$ cat src/rtl/mul_issue_ctrl_pkg.sv
// Shared types and helpers for the multiplier issue front-end.
// Select codes live in the shared defines block, guarded so any file may carry it.
`ifndef SEL_DIV_WIDTH
`define SEL_DIV_WIDTH 3
`define SEL_NONE 3'd0
`define SEL_MUL 3'd1
`define SEL_MULW 3'd2
`endif

package mul_issue_ctrl_pkg;
  localparam int XLEN = 64;

  typedef enum logic [1:0] {
    ST_IDLE  = 2'd0,
    ST_BUSY  = 2'd1,
    ST_DONE  = 2'd2,
    ST_DRAIN = 2'd3
  } mul_state_e;

  function automatic logic [XLEN-1:0] sext32(input logic [31:0] x);
    return {{(XLEN-32){x[31]}}, x};
  endfunction
endpackage

$ cat src/rtl/mul_operand_prep.sv
// Combinational operand preparation: word sign-extension, magnitudes,
// result-negate flag and zero-operand detection.
`ifndef SEL_DIV_WIDTH
`define SEL_DIV_WIDTH 3
`define SEL_NONE 3'd0
`define SEL_MUL 3'd1
`define SEL_MULW 3'd2
`endif

module mul_operand_prep
  import mul_issue_ctrl_pkg::*;
(
  input  logic [`SEL_DIV_WIDTH-1:0] i_sig,
  input  logic                      i_signed,
  input  logic [XLEN-1:0]           i_a,
  input  logic [XLEN-1:0]           i_b,
  output logic [XLEN-1:0]           o_mag_a,
  output logic [XLEN-1:0]           o_mag_b,
  output logic                      o_sign,
  output logic                      o_zero
);
  logic [XLEN-1:0] w_a;
  logic [XLEN-1:0] w_b;
  logic            w_neg_a;
  logic            w_neg_b;

  assign w_a     = (i_sig == `SEL_MULW) ? sext32(i_a[31:0]) : i_a;
  assign w_b     = (i_sig == `SEL_MULW) ? sext32(i_b[31:0]) : i_b;
  assign w_neg_a = i_signed & w_a[XLEN-1];
  assign w_neg_b = i_signed & w_b[XLEN-1];

  // The most negative value negates to itself; the product is still right mod 2^XLEN.
  assign o_mag_a = w_neg_a ? (~w_a + XLEN'(1)) : w_a;
  assign o_mag_b = w_neg_b ? (~w_b + XLEN'(1)) : w_b;
  assign o_sign  = w_neg_a ^ w_neg_b;
  assign o_zero  = (w_a == '0) | (w_b == '0);
endmodule

$ cat src/rtl/mul_issue_ctrl.sv
// Issue controller for the iterative multiplier: accepts a request, drives the
// multiplier until it finishes, and buffers the product for writeback.
`ifndef SEL_DIV_WIDTH
`define SEL_DIV_WIDTH 3
`define SEL_NONE 3'd0
`define SEL_MUL 3'd1
`define SEL_MULW 3'd2
`endif

module mul_issue_ctrl
  import mul_issue_ctrl_pkg::*;
(
  input  logic                      clk,
  input  logic                      reset,
  input  logic                      in_valid,
  output logic                      in_ready,
  input  logic [`SEL_DIV_WIDTH-1:0] in_sig,
  input  logic                      in_signed,
  input  logic [XLEN-1:0]           in_a,
  input  logic [XLEN-1:0]           in_b,
  input  logic                      flush,
  output logic                      out_valid,
  input  logic                      out_ready,
  output logic [XLEN-1:0]           out_data,
  output logic [XLEN-1:0]           mul_a,
  output logic [XLEN-1:0]           mul_b,
  output logic [`SEL_DIV_WIDTH-1:0] mul_sig,
  output logic                      mul_sign,
  output logic                      mul_hold,
  input  logic [XLEN-1:0]           mul_c,
  input  logic                      mul_busy,
  output mul_state_e                dbg_state
);
  // Handshake: a request transfers on a rising edge where in_valid & in_ready
  // are both high and flush is low; out_data transfers where out_valid & out_ready.
  mul_state_e                r_state;
  logic                      r_discard;
  logic                      r_out_valid;
  logic [XLEN-1:0]           r_out_data;
  logic [XLEN-1:0]           r_mul_a;
  logic [XLEN-1:0]           r_mul_b;
  logic [`SEL_DIV_WIDTH-1:0] r_mul_sig;
  logic                      r_mul_sign;
  logic                      r_mul_hold;

  logic [XLEN-1:0] w_mag_a;
  logic [XLEN-1:0] w_mag_b;
  logic            w_sign;
  logic            w_zero;
  logic            w_accept;
  logic            w_is_mul;
  logic [XLEN-1:0] w_result;

  mul_operand_prep u_prep (
    .i_sig    (in_sig),
    .i_signed (in_signed),
    .i_a      (in_a),
    .i_b      (in_b),
    .o_mag_a  (w_mag_a),
    .o_mag_b  (w_mag_b),
    .o_sign   (w_sign),
    .o_zero   (w_zero)
  );

  assign in_ready = (r_state == ST_IDLE) & reset;
  assign w_accept = in_valid & in_ready & ~flush;
  assign w_is_mul = (in_sig == `SEL_MUL) | (in_sig == `SEL_MULW);
  // Word results leave sign-extended from bit 31 whatever the multiplier returns above it.
  assign w_result = (r_mul_sig == `SEL_MULW) ? sext32(mul_c[31:0]) : mul_c;

  always_ff @(posedge clk or negedge reset) begin
    if (!reset) begin
      r_state     <= ST_IDLE;
      r_discard   <= 1'b0;
      r_out_valid <= 1'b0;
      r_out_data  <= '0;
      r_mul_a     <= '0;
      r_mul_b     <= '0;
      r_mul_sig   <= `SEL_NONE;
      r_mul_sign  <= 1'b0;
      r_mul_hold  <= 1'b0;
    end else begin
      case (r_state)
        ST_IDLE: begin
          if (w_accept && w_is_mul) begin
            r_mul_a    <= w_mag_a;
            r_mul_b    <= w_mag_b;
            r_mul_sign <= w_sign;
            if (w_zero) begin
              r_out_data  <= '0;
              r_out_valid <= 1'b1;
              r_state     <= ST_DONE;
            end else begin
              r_mul_sig  <= in_sig;
              r_mul_hold <= 1'b1;
              r_state    <= ST_BUSY;
            end
          end
        end
        ST_BUSY: begin
          // The multiplier cannot abort, so a flush only marks the result for discard.
          if (flush) r_discard <= 1'b1;
          if (!mul_busy) begin
            r_mul_sig  <= `SEL_NONE;
            r_mul_hold <= 1'b0;
            if (r_discard || flush) begin
              r_state <= ST_DRAIN;
            end else begin
              r_out_data  <= w_result;
              r_out_valid <= 1'b1;
              r_state     <= ST_DONE;
            end
          end
        end
        ST_DONE: begin
          if (out_ready || flush) begin
            r_out_valid <= 1'b0;
            r_discard   <= 1'b0;
            r_state     <= ST_IDLE;
          end
        end
        ST_DRAIN: begin
          r_discard <= 1'b0;
          r_state   <= ST_IDLE;
        end
        default: r_state <= ST_IDLE;
      endcase
    end
  end

  assign out_valid = r_out_valid;
  assign out_data  = r_out_data;
  assign mul_a     = r_mul_a;
  assign mul_b     = r_mul_b;
  assign mul_sig   = r_mul_sig;
  assign mul_sign  = r_mul_sign;
  assign mul_hold  = r_mul_hold;
  assign dbg_state = r_state;
endmodule

$ cat config.mk
export PLATFORM = sky130hd
export DESIGN_NAME = mul_issue_ctrl
export DESIGN_NICKNAME = d
export VERILOG_FILES = /design/src/rtl/mul_issue_ctrl_pkg.sv /design/src/rtl/mul_operand_prep.sv /design/src/rtl/mul_issue_ctrl.sv
export SDC_FILE = /design/constraint.sdc
export NUM_CORES = 1
export LEC_CHECK = 0
export CORE_AREA = 2 2 157 159
export CTS_BUF_LIST = sky130_fd_sc_hd__clkbuf_2
export CTS_CLUSTER_SIZE = 40
export DETAILED_ROUTE_END_ITERATION = 7
export DIE_AREA = 0 0 159 161
export GPL_TIMING_DRIVEN = 0
export PLACE_DENSITY = 0.87
export REMOVE_ABC_BUFFERS = 1
export SYNTH_ARGS = -nofsm -noshare
export SYNTH_HDL_FRONTEND = slang
export SYNTH_SLANG_ARGS = --single-unit
$ cat constraint.sdc
create_clock -name clk -period 4.4 [get_ports clk]
set_input_delay 0.88 -clock clk [delete_from_list [all_inputs] [get_ports clk]]
set_output_delay 0.88 -clock clk [all_outputs]
set_load 0.01 [all_outputs]
==> out/metrics.cfg <==
[worst_setup_path]
critPathCaptureType = flip-flop
critPathMaxFanout = 36
crit_arrival_ps = 4930
crit_required_ps = 5060
startpoint_type = input port
critical_path_class = in2reg

[clock_network]
numCtsBuffers = 53
clockBufferDepth = 3
numClockSinks = 201
cts_root_buf = clkbuf_2
h-tree-depth = 2
clock_latency_ps = 830
clk_pin_slew_ps = 110
cts_tree = yes

[logic_synthesis]
synth_edf_count = 0
yosys.area.top_type_share_pct = 45.2
avgSynthCellArea_um2 = 8.78
synth_top_cell_by_area = dfrtp_1
synth-seq-cells = 201
synth_commonest_cells = 201 x dfrtp_1, 184 x nand2_1, 133 x a21oi_1
netlist_area_mm2 = 0.0111
synth-main-ff-cell = dfrtp_1
yosysMostFrequentCell = dfrtp_1
synth_xor_area_share_pct = 9.05
synthSimpleGateAreaFrac_pct = 17.0
syn_inst = 1267
ys_warn_count = 0
synth_top_family_by_area = compound AO/OA/AOI/OAI gates
synth-compound-area-share_pct = 24.2
async_flop_share_pct = 100
ys_types = 63
synth_fa_ha_area_share_pct = 0.225
synthTopCellsByArea = dfrtp_1 45%, nand2_1 6.2%, a21oi_1 6.0%, xor2_1 5.9%, o21ai_0 5.8%
synth-seq-area-share_pct = 45.2
synthMuxAreaShare_pct = 0.371

[global_route]
antenna_found_initial = 0
grt_first_pass_wirelength_um = 63600
track_usage_pct = 31.1
grt_pass1_vias = 11489
gr-total-overflow = 0
grt_max_degree = 120

[cells_and_area]
diodes = 0
final_core_util_pct = 66.8
multi_input_area_mm2 = 0.00578
fillers = 1951
drive_gt1_share_pct = 7.63
synthToLayoutAreaGrowth_pct = 44.0
regArea_mm2 = 0.00503
fin_nets = 1855

[floorplanning]
die_h_um = 161
pin_count = 403
die_x_um = 159
row_count = 57
start_util_pct = 46.4
fp.dieArea_mm2 = 0.0256
coreArea_mm2 = 0.0240

[detailed_routing]
antenna_left = 0
dr.pass1.iters = 6
wl_per_cell_um = 20.3
drc = 0
viasPerCell = 5.83
dr_total_vias = 11749
wirelength_um = 40900
drt_iter0_markers = 973

[pwr]
p_seq_share_pct = 37.5
switchingPower_mw = 3.03
power.density_mw_per_mm2 = 518
comb_power_share_pct = 46.4
switching_share_pct = 36.5
ir_drop_mv = 0.388
leakage_nw = 6.94
pwr-share-clk_pct = 16.1
p_int_mw = 5.27

[placement]
gp_congestion = 0.912
dp_hpwl_um = 29700
io_buffers = 402

[timing]
max_freq_mhz = 234
fin_crit_ps = 4270
fin_crit_sh_pct = 97.0
finClkSkew_ps = 71.7
hold_viol_final = 0
worst_pin_slew_ps = 1220
rsz0062_at_grt = false
whs_ps = 75.2
timing.slew.headroom_pct = 18.5
setup_viol = 0
finalMaxSlewViolations = 0

[job]
maxCapViolations = 0

[run_status]
status = finished clean

[hold_path]
hp-class = in2async

sequential cells by signal, indices dropped and copies added, names as in the netlist:
register   flops
dbg_state      2
mul_a         64
mul_b         64
mul_hold       1
mul_sig        3
mul_sign       1
out_data      64
out_valid      1
r_discard      1
area by class of cell:
cell class,instances,area share [%]
Clock buffer,77,2.41
Clock inverter,18,0.617
Inverter,15,0.352
Multi-Input combinational cell,963,36.1
Sequential cell,201,31.4
Tap cell,324,2.53
Timing Repair Buffer,417,26.6
path summary, 6_finish.rpt:
check                      slack, ps  cells past startpoint            to    startpoint
min                               80                      1     mul_b[38]         reset
max in group asynchronous       3300                      2  out_data[57]         reset
max reg2reg                     1190                      8   out_data[2]  dbg_state[1]
min in group clk                 480                      2      mul_b[5]      mul_b[5]
max                              130                     11   out_data[2]       in_b[1]
min reg2reg                      480                      2      mul_b[5]      mul_b[5]
critical path: stages:
cell,delay [ps]
clkdlybuf4s50_1,460
inv_1,90
ha_1,200
or3b_2,500
or4_1,570
or3_4,520
a2111oi_4,390
nor2_2,130
or4b_4,700
buf_12,260
a22o_1,190
stage by stage:
stage	cells	total power [mW]	area [um^2]	TNS [ps]	setup WS, ps
after floorplan	1177	4.51	10700	-150350	-1710
after global placement	1903	6.83	15200	-2848040	-9020
after detailed placement	1918	6.97	15500	-106950	-1570
after CTS	2014	8.35	16000	0	108
after global routing	2015	8.79	16000	0	59.9
final	2015	8.30	16000	0	133
layout by cell type, fill, tap and decap left out, types with 12 or more instances in the layout:
cell type	instances
xor2_1	75
inv_1	15
or4_1	21
xnor2_1	40
a22o_1	34
a21oi_1	133
o21ai_0	129
a21o_1	34
clkinv_1	12
clkdlybuf4s50_1	400
dfrtp_1	201
clkbuf_2	77
or3_1	19
a31oi_1	15
o21ai_1	28
nor3_1	26
nor2_1	59
o31ai_1	29
nor4_1	28
nand2_1	184
logic make-up (layout without fill, tap and decap cells):
family	after synthesis	in the layout
AOI/OAI and AO/OA	444	444
xor gates and xnor gates	115	115
adders and majority gates	2	2
buffers and inverters	105	527
DFF	201	201
muxes	4	4
and+or+nand+nor	396	398
routing by layer:
metal / track usage [%] / wire [um]
met5: 0 / 0
met4: 11.1 / 1490
met3: 11.1 / 4440
met2: 52.3 / 19600
met1: 37.2 / 15400
what timing repair did:
action                                  in CTS  in global routing
gates cloned                                 1                  1
resized for setup                            2                  5
hold buffers                                 0                  0
endpoints found under the setup margin      65                 36
setup buffers                                0                  0
pin swaps                                    1                  1
power groups by stage:
stage | registers (mW) | logic [mW] | clock network (mW)
after global placement | 3.11 | 3.72 | 0
after global routing | 3.21 | 4.12 | 1.46
after floorplan | 3.49 | 1.02 | 0
final | 3.11 | 3.85 | 1.33
after detailed placement | 3.15 | 3.83 | 0
after CTS | 3.11 | 3.86 | 1.38
(Power assumes the default switching activity.)
